[src/rtl/demux_1x8_reg_n.sv]
// Registered 1-to-8 distributor: stores DIN into one of eight slots,
// addressed directly by SEL or by an auto-incrementing write pointer.
module demux_1x8_reg_n #(
   parameter int BITS = 3
) (
   input  logic            clock,
   input  logic            reset_n,
   input  logic [BITS-1:0] DIN,
   input  logic [2:0]      SEL,
   input  logic            WE,
   input  logic            AUTO,
   input  logic            CLR,
   output logic [BITS-1:0] Q0,
   output logic [BITS-1:0] Q1,
   output logic [BITS-1:0] Q2,
   output logic [BITS-1:0] Q3,
   output logic [BITS-1:0] Q4,
   output logic [BITS-1:0] Q5,
   output logic [BITS-1:0] Q6,
   output logic [BITS-1:0] Q7,
   output logic [7:0]      VALID,
   output logic [2:0]      PTR,
   output logic            FULL,
   output logic            DONE
);

   logic [BITS-1:0] r_q     [8];
   logic [BITS-1:0] w_q_nxt [8];
   logic [7:0]      r_valid;
   logic [7:0]      w_valid_nxt;
   logic [2:0]      r_ptr;
   logic [2:0]      w_ptr_nxt;
   logic            r_full;
   logic            r_done;
   logic            w_full_nxt;

   always_comb begin
      w_q_nxt     = r_q;
      w_valid_nxt = r_valid;
      w_ptr_nxt   = r_ptr;
      if (CLR) begin
         w_q_nxt     = '{default: '0};
         w_valid_nxt = '0;
         w_ptr_nxt   = '0;
      end else if (WE) begin
         if (!AUTO) begin
            w_q_nxt[SEL]     = DIN;
            w_valid_nxt[SEL] = 1'b1;
         end else if (!r_full) begin
            w_q_nxt[r_ptr]     = DIN;
            w_valid_nxt[r_ptr] = 1'b1;
            w_ptr_nxt          = r_ptr + 3'd1;
         end
      end
      // FULL tracks the next-state VALID so it rises on the completing edge
      w_full_nxt = &w_valid_nxt;
   end

   always_ff @(posedge clock or negedge reset_n) begin
      if (!reset_n) begin
         r_q     <= '{default: '0};
         r_valid <= '0;
         r_ptr   <= '0;
         r_full  <= 1'b0;
         r_done  <= 1'b0;
      end else begin
         r_q     <= w_q_nxt;
         r_valid <= w_valid_nxt;
         r_ptr   <= w_ptr_nxt;
         r_full  <= w_full_nxt;
         r_done  <= w_full_nxt & ~r_full;
      end
   end

   assign Q0    = r_q[0];
   assign Q1    = r_q[1];
   assign Q2    = r_q[2];
   assign Q3    = r_q[3];
   assign Q4    = r_q[4];
   assign Q5    = r_q[5];
   assign Q6    = r_q[6];
   assign Q7    = r_q[7];
   assign VALID = r_valid;
   assign PTR   = r_ptr;
   assign FULL  = r_full;
   assign DONE  = r_done;

endmodule

[config.mk]
export PLATFORM = sky130hd
export DESIGN_NAME = demux_1x8_reg_n
export DESIGN_NICKNAME = d
export VERILOG_FILES = /design/src/rtl/demux_1x8_reg_n.sv
export SDC_FILE = /design/constraint.sdc
export NUM_CORES = 1
export LEC_CHECK = 0
export BUFFER_PORTS_ARGS = -buffer_cell sky130_fd_sc_hd__buf_2
export CAP_MARGIN = 20
export CORE_ASPECT_RATIO = 1.1
export CORE_MARGIN = 2
export CORE_UTILIZATION = 35
export CTS_BUF_LIST = sky130_fd_sc_hd__clkbuf_8
export CTS_CLUSTER_DIAMETER = 50
export DETAILED_ROUTE_END_ITERATION = 8
export PLACE_DENSITY = 0.62
export REMOVE_ABC_BUFFERS = 1
export SLEW_MARGIN = 15
export SYNTH_ARGS = -nofsm -noshare
export SYNTH_HDL_FRONTEND = slang
export SYNTH_SLANG_ARGS = --single-unit
export TNS_END_PERCENT = 5
[constraint.sdc]
create_clock -name clock -period 1.49 [get_ports clock]
set_input_delay 0.2235 -clock clock [delete_from_list [all_inputs] [get_ports clock]]
set_output_delay 0.2235 -clock clock [all_outputs]
set_load 0.01 [all_outputs]
# Word-level counts from Yosys, hierarchy flattened
# Index checks and enable logic that the tools add are counted.
# W data, S select, Z words.
[op_classes]
add_sub_neg = 1
magnitude_cmp = 8
eq_ne = 2
n_mux = 22
bitwise_logic = 6
reduce_logical = 9
[op_table]
columns = ["cell", "count"]
rows = [
  ["$mux W24", 4],
  ["$bwmux W24", 2],
  ["$mux W8", 4],
  ["$demux W3 S3", 2],
  ["$mux W3", 6],
  ["$or A8 B8 Y8", 2],
  ["$ge A4 B4 Y1 const B", 2],
  ["$lt A3 B4 Y1 const B", 2],
  ["$lt A4 B1 Y1 const B", 2],
  ["$not A3 Y4", 2],
  ["$reduce_and A8 Y1", 1],
  ["$demux W1 S3", 2],
  ["$ge A3 B1 Y1 const B", 2],
  ["$logic_and A1 B1 Y1", 4],
  ["$reduce_bool A2 Y1", 2],
  ["$add A3 B1 Y3 const B", 1],
  ["$ne A3 B3 Y1 const B", 1],
  ["$reduce_and A3 Y1", 1],
  ["$mux W1", 2],
  ["$ne A2 B2 Y1 const B", 1],
  ["$reduce_and A2 Y1", 1],
  ["$and A1 B1 Y1", 1],
  ["$not A1 Y1", 1],
]
[totals]
ff_bits = 37
input_bits = 11
out_inout_bits = 37
word_cells = 60

# Logic depth before layout (Yosys ltp)
[depth]
ltp_word = 11
depth_mapped = 5
depth_no_buf = 4

# Worst setup path after synthesis
# Ideal clock, no wire load.
[synth_path]
path_kind = "flip-flop to flip-flop"
startpoint = "register r_ptr[2], in the netlist PTR[2]"
endpoint = "register r_done, in the netlist DONE"
setup_time_ps = 96
t_arrival_ps = 1549
required_ps = 1394
setup_slack_ps = -155
stages_incl_launch_ff = 5
n_path_buf = 0
synth_period_minus_slack_ps = 1645
cell_sequence = "dfrtp_1 nand4bb_1 o221a_1 or3_1 nor4_2"
[synth_via]
elab_chain_len = 11
elab_cells_between_ends = 12
classes_between = "2 x order compare; 6 x mux; 2 x bitwise; 2 x reduce/logical"
[synth_rtl]
columns = ["item", "line", "text"]
rows = [
  ["from (decl)", "31", "logic [2:0] r_ptr;"],
  ["from (signal assigned)", "69", "r_ptr <= w_ptr_nxt;"],
  ["$lt A3 B4 Y1 (not written as such) / $ge A3 B1 Y1 (equally long branches)", "51", "w_valid_nxt[r_ptr] = 1'b1;"],
  ["$logic_and A1 B1 Y1 (not written as such)", "51", ""],
  ["$mux W1 (not written as such)", "51", ""],
  ["$demux W1 S3 *", "51", ""],
  ["$or A8 B8 Y8 (no line) *", "n/a", ""],
  ["$mux W8 *", "49", "end else if (!r_full) begin"],
  ["$mux W8 *", "46", "if (!AUTO) begin"],
  ["$mux W8 *", "45", "end else if (WE) begin"],
  ["$mux W8 *", "41", "if (CLR) begin"],
  ["$reduce_and A8 Y1 *", "56", "w_full_nxt = &w_valid_nxt;"],
  ["$and A1 B1 Y1 *", "71", "r_done <= w_full_nxt & ~r_full;"],
  ["to (signal assigned)", "71", ""],
  ["to (decl)", "34", "logic r_done;"],
]
# Mark *: on every way between the ends. The rest lies on a longest branch, timed or not.
# A chain may end at the register's enable or synchronous reset.

# Worst setup path after layout
# Same ends and word-level chain as after synthesis.

==> impl_metrics.toml <==
[floorplanning]
start_util_pct = 36.8
die_area_sq_um = 5540
row_count = 26
die_y_microns = 77.9
ios = 48
core-area_sq_um = 4720
die-width_microns = 71.2

[routing]
drtPass1Iterations = 4
drc_errors = 0
wl_per_cell_microns = 15.9
drt-initial-drc-count = 62
dr_total_vias = 1494
detail-route-antenna-nets = 0
routed_wl_mm = 4.74
via_per_inst = 5.03

[layout]
finalNetCount = 253
fill_cells = 409
drive_gt1_share_pct = 44.8
layout.cells.non_filler = 297
area_growth_syn_to_layout_pct = 43.0
antennaDiodeCount = 0

[yosys]
synth.area.top_cells = "dfrtp_1 53%, mux2i_1 12%, nor2_1 7.3%"
synth-seq-area-share_pct = 53.3
ys_ff_latch = 37
yosys.area.top_type = "dfrtp_1"
async_flop_share_pct = 100
synth_top_area_share_pct = 53.3
ys_types = 39
synth_cells = 156
synth_ff_type = "dfrtp_1"
avgSynthCellArea_sq_um = 11.1
synth_edf_count = 0
ys_warn_count = 0
mappedNetlistArea_sq_um = 1740

[global_routing]
met3_usage_pct = 4.16
first_global_vias = 1522
globalRouteMet1Util_pct = 24.0
grt_usage_pct = 18.0
grt_max_degree = 24
grt_first_pass_wirelength_mm = 7.73
antenna_found_initial = 0
grt_remaining_overflow = 0
busiest_layer = "met2"
use_met2_pct = 28.1

[setup_path]
cp.arrival_ns = 1.84
path_class = "flop to flop"
worst_setup_path_end_kind = "flop"
cp.required_ns = 1.68
startpoint_type = "flop"
cp_max_fo = 5

[placement]
gp_congestion = 0.934
numPortBuffers = 47
dp_hpwl_mm = 3.39
dp_cells = 285

[clocking]
cts_buffers = 5
clkSlewWorstSetupHoldPaths_ns = 0.07
htreeDepth = 2
cts_tree = "yes"
cts-root-buf = "clkbuf_8"
cts_sinks = 37
clk_path_buf_depth = 2
insertion_delay_ns = 0.28

[power]
max-vdd-ir-drop_mv = 0.678
p_total_mw = 2.06
leakagePower_nw = 1.31
powerDensity_nw_per_um2 = 828

[timing]
setup_viol = 16
slew_viol_final = 0
maxSlewHeadroom_pct = 72.3
rsz0062_at_grt = "true"
layout_setup_ws_ns = -0.168
fin_crit_ns = 1.66
fmax_ghz = 0.603
tightest_slew_ns = 0.415
clock_skew_ns = 0.00244
finalCritPeriodShare_pct = 111
hold_violations = 0

[status]
status = "finished, violations left"
violations = "setup timing"

[flow_run]
max-cap-violations = 0

[hold_path]
worst_hold_path_type = "input port to flop"
## placed cells by master, fill, tap and decap left out, types with 2 or more instances in the layout
master     count
and4bb_1       2
buf_2         47
buf_4         33
buf_6          3
clkbuf_8       6
dfrtp_1       34
dfrtp_2        3
inv_1          5
mux2_2         2
mux2i_1       21
nand2_1        5
nand2b_1       2
nand3_1        3
nand3b_1       2
nand4b_1       2
nand4bb_1      2
nor2_1        32
nor2b_1        4
o22ai_2        2
xor2_1         2
## path summary, 6_finish.rpt
check	startpoint	endpoint	slack, ns	depth (start not counted)
hold / removal	CLR	Q3[2]	0.19	2
hold reg to reg	Q4[2]	Q4[2]	0.49	1
setup / recovery	PTR[2]	DONE	-0.17	5
setup reg to reg	PTR[2]	DONE	-0.17	5
max in group asynchronous	reset_n	PTR[0]	0.65	3
min in group asynchronous	reset_n	Q2[0]	0.38	2
## metal layers
| metal | share of wire (%) | up-vias |
|---|---|---|
| li1 | - | 719 |
| met1 | 44 | 724 |
| met2 | 49 | 46 |
| met3 | 5.1 | 5 |
| met4 | 1.5 | 0 |
| met5 | 0 | - |
## synth_stat cells, types with 3 or more instances
cell / instances
clkbuf_1: 4
dfrtp_1: 37
inv_1: 4
mux2i_1: 21
nand2_1: 5
nand2b_1: 3
nand3_1: 3
nor2_1: 34
nor2b_1: 4
## kinds of logic (layout without fill, tap and decap cells)
group | count (synthesis) | in the layout | share of synthesized area, %
mux | 24 | 24 | 14.0
simple gates | 65 | 65 | 20.4
buf+inv | 11 | 96 | 2.88
xor+xnor | 2 | 2 | 1.01
compound gates | 16 | 16 | 7.64
flops | 37 | 37 | 53.3
fa+ha+maj | 1 | 1 | 0.720
## repair_timing
action                     CTS  global route
gates cloned                 0             0
hold buffers                 1             0
hold endpoints to repair    14             0
setup endpoints to repair   12            29
pin swaps                    6             1
buffers inserted             4             0
gates resized for setup      9            11
## sequential cells by signal, summed over array words and instances (netlist names)
name   flops
DONE       1
Q6         3
Q0         3
Q2         3
VALID      8
PTR        3
FULL       1
Q5         3
Q3         3
Q1         3
Q7         3
Q4         3
## cell type report
class	instances	area [sq um]	area share, %
flip-flops and latches	37	930	37.4
multi-input cells	108	836	33.7
repair buffers	85	547	22.0
clock buffers	6	82.6	3.32
well taps	56	70.1	2.82
inverters	4	15.0	0.605
clock inverters	1	3.75	0.151
## worst max-delay path: stages, from the launching register on
cell,delay (ns)
dfrtp_1,0.43
buf_4,0.18
nor4b_4,0.24
o211ai_1,0.16
a21o_1,0.25
nor4_2,0.29
## metrics by stage
stage	TNS, ns	hold slack [ns]	setup slack, ns	utilization [%]	instance area, sq um
finish	-0.642	0.193	-0.168	52.7	2480
global placement	-1.01	0.157	-0.151	48.1	2270
CTS	-0.281	0.188	-0.0930	51.6	2430
floorplan	-0.276	-0.0721	-0.155	-	1700
global route	-2.42	0.206	-0.226	52.7	2480
detailed placement	-1.43	0.160	-0.225	48.1	2270
## power by group
part           internal, mW  switching, mW
sequential             1.04         0.0229
clock                 0.360          0.327
combinational         0.147          0.166
total                  1.54          0.516
(Power assumes the default switching activity.)
